$ cat src/rtl/instr_fetch_unit.sv
// Instruction fetch unit: issues word reads to instruction memory on request,
// waits for a variable-latency ready, and presents the fetched word to the IR.
module instr_fetch_unit #(
    parameter int TIMEOUT = 16,
    parameter int CNT_W   = 16
) (
    input  logic             CLK,
    input  logic             Reset,
    input  logic             fetchReq,
    input  logic [31:0]      pcIn,
    input  logic             flush,
    output logic             memReq,
    output logic [31:0]      memAddr,
    input  logic [31:0]      memRdata,
    input  logic             memReady,
    output logic [31:0]      instrOut,
    output logic             instrValid,
    output logic             fetchErr,
    output logic             busy,
    output logic [CNT_W-1:0] fetchCount
);

    typedef enum logic {
        ST_IDLE,
        ST_WAIT
    } state_t;

    // Count value reached in the last permitted memReq cycle.
    localparam logic [7:0] LAST_WAIT = 8'(TIMEOUT - 1);

    state_t     state;
    logic [7:0] waitCnt;

    always_ff @(posedge CLK) begin
        if (Reset) begin
            state      <= ST_IDLE;
            waitCnt    <= '0;
            memReq     <= 1'b0;
            memAddr    <= '0;
            instrOut   <= '0;
            instrValid <= 1'b0;
            fetchErr   <= 1'b0;
            busy       <= 1'b0;
            fetchCount <= '0;
        end else begin
            // NOTE: pulse outputs default low each cycle; a branch below raises them for exactly one cycle.
            instrValid <= 1'b0;
            fetchErr   <= 1'b0;
            case (state)
                ST_IDLE: begin
                    if (fetchReq && !flush) begin
                        if (pcIn[1:0] == 2'b00) begin
                            memAddr <= pcIn;
                            memReq  <= 1'b1;
                            busy    <= 1'b1;
                            waitCnt <= '0;
                            state   <= ST_WAIT;
                        end else begin
                            fetchErr <= 1'b1;
                        end
                    end
                end
                ST_WAIT: begin
                    // Flush outranks a same-cycle response; a response outranks the timeout.
                    if (flush) begin
                        memReq <= 1'b0;
                        busy   <= 1'b0;
                        state  <= ST_IDLE;
                    end else if (memReady) begin
                        instrOut   <= memRdata;
                        instrValid <= 1'b1;
                        fetchCount <= fetchCount + 1'b1;
                        memReq     <= 1'b0;
                        busy       <= 1'b0;
                        state      <= ST_IDLE;
                    end else if (waitCnt == LAST_WAIT) begin
                        fetchErr <= 1'b1;
                        memReq   <= 1'b0;
                        busy     <= 1'b0;
                        state    <= ST_IDLE;
                    end else begin
                        waitCnt <= waitCnt + 8'd1;
                    end
                end
                default: state <= ST_IDLE;
            endcase
        end
    end

endmodule

$ cat config.mk
export PLATFORM = sky130hd
export DESIGN_NAME = instr_fetch_unit
export DESIGN_NICKNAME = d
export VERILOG_FILES = /design/src/rtl/instr_fetch_unit.sv
export SDC_FILE = /design/constraint.sdc
export NUM_CORES = 1
export LEC_CHECK = 0
export ABC_AREA = 0
export CORE_MARGIN = 2
export CORE_UTILIZATION = 42
export CTS_CLUSTER_DIAMETER = 30
export DETAILED_ROUTE_END_ITERATION = 8
export PLACE_DENSITY_LB_ADDON = 0.12
export REMOVE_ABC_BUFFERS = 1
export SLEW_MARGIN = 20
export SYNTH_ARGS = -nofsm -noshare
export SYNTH_HDL_FRONTEND = slang
export SYNTH_SLANG_ARGS = --single-unit
$ cat constraint.sdc
create_clock -name CLK -period 2.2 [get_ports CLK]
set_clock_uncertainty 0.1 [all_clocks]
set_input_delay 0.33 -clock CLK [delete_from_list [all_inputs] [get_ports CLK]]
set_output_delay 0.33 -clock CLK [all_outputs]
set_load 0.05 [all_outputs]
* After elaboration in Yosys (flattened, before gate mapping)
Index checks and enable logic that the tools add are counted.
** Storage, ports and cells
- Bits in registers :: 92
** Operators by class
- Add/subtract/negate cells :: 2
- Eq/ne operators :: 7
- Mux-type cells :: 25
- Bitwise logic cells :: 2
- Reductions and logical operators :: 8
** Operators with widths (number)
- 8-bit 2-to-1 mux :: 5
- 16-bit by 1-bit adder with 16-bit output, second input constant :: 1
- 1-bit 2-to-1 mux :: 16
- 8-bit one-hot mux with 2 select lines :: 1
- 2-bit != test, second input constant :: 5
- 3-bit AND reduction :: 3
- 8-bit by 1-bit adder with 8-bit output, second input constant :: 1
- 8-bit by 4-bit equality test with 1-bit output, second input constant :: 1
- 1-bit one-hot mux with 2 select lines :: 3
- 5-bit AND reduction :: 1
- 4-bit by 3-bit != test with 1-bit output, second input constant :: 1
- 3-bit OR reduction :: 1
- 2-bit logical NOT :: 1
- 1-bit inverter :: 2
- 1-bit logical AND :: 1
- 1-bit logical NOT :: 1

* Depth between registers and ports, before layout
- Depth in word-level cells :: 5
- Mapped depth :: 7
- Mapped depth without buffers :: 5

* Least setup slack after synthesis
OpenSTA, ideal clock, no wires.
- Path kind :: register to register
- From :: reg fetchCount[0]
- To :: reg fetchCount[14]
- Setup time :: 70 ps
- Arrival :: 2097 ps
- Required time :: 2030 ps
- Setup slack :: -68 ps
- Cell stages (with the launch flop) :: 6
- Cell sequence :: dfxtp_1 -> ha_1 -> nand4b_1 -> or4_4 -> or3_1 -> a21oi_1
** On the way
- Cells in the longest elaborated chain, start to end :: 1
** Ends and longest elaborated chain
- from (decl) :: RTL line 20 : output logic [CNT_W-1:0] fetchCount
- from (signal assigned) :: RTL line 72 : fetchCount <= fetchCount + 1'b1;
- 16-bit by 1-bit adder with 16-bit output :: RTL line 72
Every way passes these cells.
A chain may end at the register's enable or synchronous reset.

* Worst setup path in the final report
- From :: reg fetchCount[0]
- To :: out fetchCount[0]
No word-level cell between the ends.

==> impl_metrics.py <==
metrics = {
    "die": {
        "die-area_sq_mm": 0.00897,
        "die_w_microns": 94.7,
        "initial_core_util_pct": 42.7,
        "rows": 33,
        "ios": 153,
        "die_y_microns": 94.7,
        "core_area_sq_mm": 0.00809,
    },
    "route": {
        "via_count": 3458,
        "drc": 0,
        "vias_per_cell": 4.98,
        "wl_per_cell_microns": 13.2,
        "drt_iter0_drc": 86,
        "drt-total-wl_microns": 9170,
        "drtPass1Iterations": 4,
        "ant_nets": 0,
    },
    "job": {
        "maxCapViolCount": 0,
    },
    "sta": {
        "worst_slew_pin_slew_ns": 0.525,
        "final.period_utilization_pct": 93.9,
        "tns_ns": 0,
        "fin_crit_ns": 2.07,
        "rsz0062_at_grt": "false",
        "setup_viol_count_final": 0,
        "slew-limit-headroom_pct": 64.9,
        "max_freq_ghz": 0.484,
        "fin_hold_ws_ns": 0.237,
        "maxSlewViolCount": 0,
        "hold_violations": 0,
    },
    "synth": {
        "yosysSeqAreaShare_pct": 53.3,
        "async_reset_ff_share_pct": 0,
        "synthTopCellsByCount": "132 x nand2_1, 92 x dfxtp_1, 73 x a21oi_1",
        "synth_area_leaders": "dfxtp_1 53%, nand2_1 14%, a21oi_1 11%",
        "syn_inst": 427,
        "synthFlopType": "dfxtp_1",
        "syn_avg_cell_area_sq_um": 8.09,
        "yosysMostFrequentCell": "nand2_1",
        "yosysTopAreaCellShare_pct": 53.3,
        "synth_edf_count": 0,
        "synth_top_area_cell": "dfxtp_1",
        "synthDistinctLibCells": 36,
        "yosysWarnings": 0,
        "synthesis.area_sq_mm": 0.00345,
        "ys_ff_latch": 92,
    },
    "place": {
        "gp_congestion": 0.869,
        "portBuffers": 152,
        "dp_hpwl_microns": 6540,
        "place_inst": 679,
    },
    "worst_hold_path": {
        "min-delay-start": "Reset",
        "min_path_type": "in -> reg",
    },
    "critical_path": {
        "critPathMaxFanout": 4,
        "end_kind": "primary output",
        "path_class": "reg -> out",
        "setup.worst_path.start": "fetchCount[0]",
        "r2r_start": "fetchCount[6]",
        "arrival_ns": 1.64,
        "critPathRequiredTime_ns": 1.77,
        "startpoint_type": "flip-flop",
    },
    "clock_network": {
        "cts_root_buf": "clkbuf_8",
        "clock_latency_ns": 0.34,
        "cts_resized": 0,
        "htreeDepth": 3,
        "holdBufCountCts": 0,
        "clkTransAtPathRegs_ns": 0.09,
        "cts_buffers": 9,
        "clkSinkCount": 92,
        "clk_path_buf_depth": 2,
        "post_cts_buffers": 0,
        "cts_tree": "done",
    },
    "global_route": {
        "grt-ovfl-total": 0,
        "grt_max_degree": 43,
        "grt_pass1_vias": 3166,
        "gr-usage-all-layers_pct": 19.8,
        "grt_pass1_wl_microns": 14300,
        "grt_antenna_before_repair": 0,
    },
    "layout": {
        "nNetsFinal": 656,
        "layout-area-overhead-vs-synth_pct": 57.3,
        "final.fill_count": 676,
        "diodes": 0,
        "instances_no_fill": 695,
        "final_core_util_pct": 67.2,
        "drive_gt1_share_pct": 6.78,
    },
    "outcome": {
        "status": "complete, no violations",
    },
    "pwr": {
        "power_density_mw_per_mm2": 594,
        "p_leak_nw": 1.84,
        "vdd_drop_max_mv": 0.381,
        "p_total_w": 0.00323,
    },
}
where the power goes:
| part | total [W] | switching (W) | leakage (nW) | internal [W] |
|---|---|---|---|---|
| sequential | 0.00169 | 0.00000863 | 0.742 | 0.00168 |
| combinational | 0.000295 | 0.000138 | 0.993 | 0.000157 |
| clock | 0.00125 | 0.000572 | 0.110 | 0.000676 |
| total | 0.00323 | 0.000718 | 1.84 | 0.00251 |
final timing paths:
path                                       end  slack (ns)  cells past startpoint
worst max-delay path             fetchCount[0]        0.13                      2
worst min-delay path            fetchCount[11]        0.24                      2
worst max register to register  fetchCount[13]        0.27                      4
worst min register to register      memAddr[1]        0.33                      2
registers in the layout, indices dropped and copies added (netlist names):
| signal | flops |
|---|---|
| instrValid | 1 |
| busy | 1 |
| waitCnt | 8 |
| instrOut | 32 |
| memAddr | 32 |
| state | 1 |
| fetchCount | 16 |
| fetchErr | 1 |
layout by cell type, fill, tap and decap left out, types with 2 or more instances in the layout:
cell type        Yosys  layout
clkinv_4             0       2
clkdlybuf4s50_1      0     151
nor4_1               2       2
a31oi_1              3       3
and3_1               2       2
and4_1               2       2
o21ai_1              3       3
or3_1                6       6
buf_4                2      18
nor3_1               2       2
nor3b_1              2       2
nand2_1            132     132
bufinv_16            0       2
nand4b_1             2       2
or4_4                2       2
clkbuf_8             0      10
or4_1                2       2
xor2_1               6       6
nand4_1              5       5
xnor2_1              7       7
inv_1                5       5
a211oi_1             2       2
nand3_1             15      15
dfxtp_1             92      92
nor2_1              20      20
ha_1                 2       2
o21ai_0              3       3
buf_12               0       4
a21oi_1             73      73
stage by stage:
step | area, sq um | setup WS [ns]
after floorplan | 3350 | -0.0689
after global placement | 5210 | -0.00553
after detailed placement | 5210 | -0.0414
after CTS | 5440 | 0.103
after global routing | 5440 | 0.0634
final | 5440 | 0.134
logic make-up after synthesis:
logic type      count (synthesis)  synth area share [%]
simple gates                  201                  25.8
flops                          92                  53.3
mux                             1                 0.326
fa+ha+maj                       2                 0.724
xor+xnor                       13                  3.30
compound gates                 86                  12.9
buf+inv                        32                  3.69
worst max-delay path, stage by stage, from the launching register on:
cell             delay (ns)
dfxtp_1                0.35
buf_4                  0.14
clkdlybuf4s50_1        0.81
cell type report:
class | instances | area (sq um) | area share, %
clock buffers | 11 | 141 | 2.60
clock inverters | 5 | 85.1 | 1.57
inverters | 5 | 18.8 | 0.345
multi-input cells | 303 | 1490 | 27.3
flip-flops and latches | 92 | 1840 | 33.9
well taps | 105 | 131 | 2.42
repair buffers | 174 | 1730 | 31.9
per-layer routing:
layer	track usage [%]	part of all wire (%)	vias up	routed length, microns
li1	-	-	1739	-
met1	23.7	42	1586	3870
met2	32.9	47	120	4350
met3	6.30	8.7	13	802
met4	8.21	1.5	0	140
met5	0	0	-	0
No activity file was read; power rests on OpenSTA's default activity.
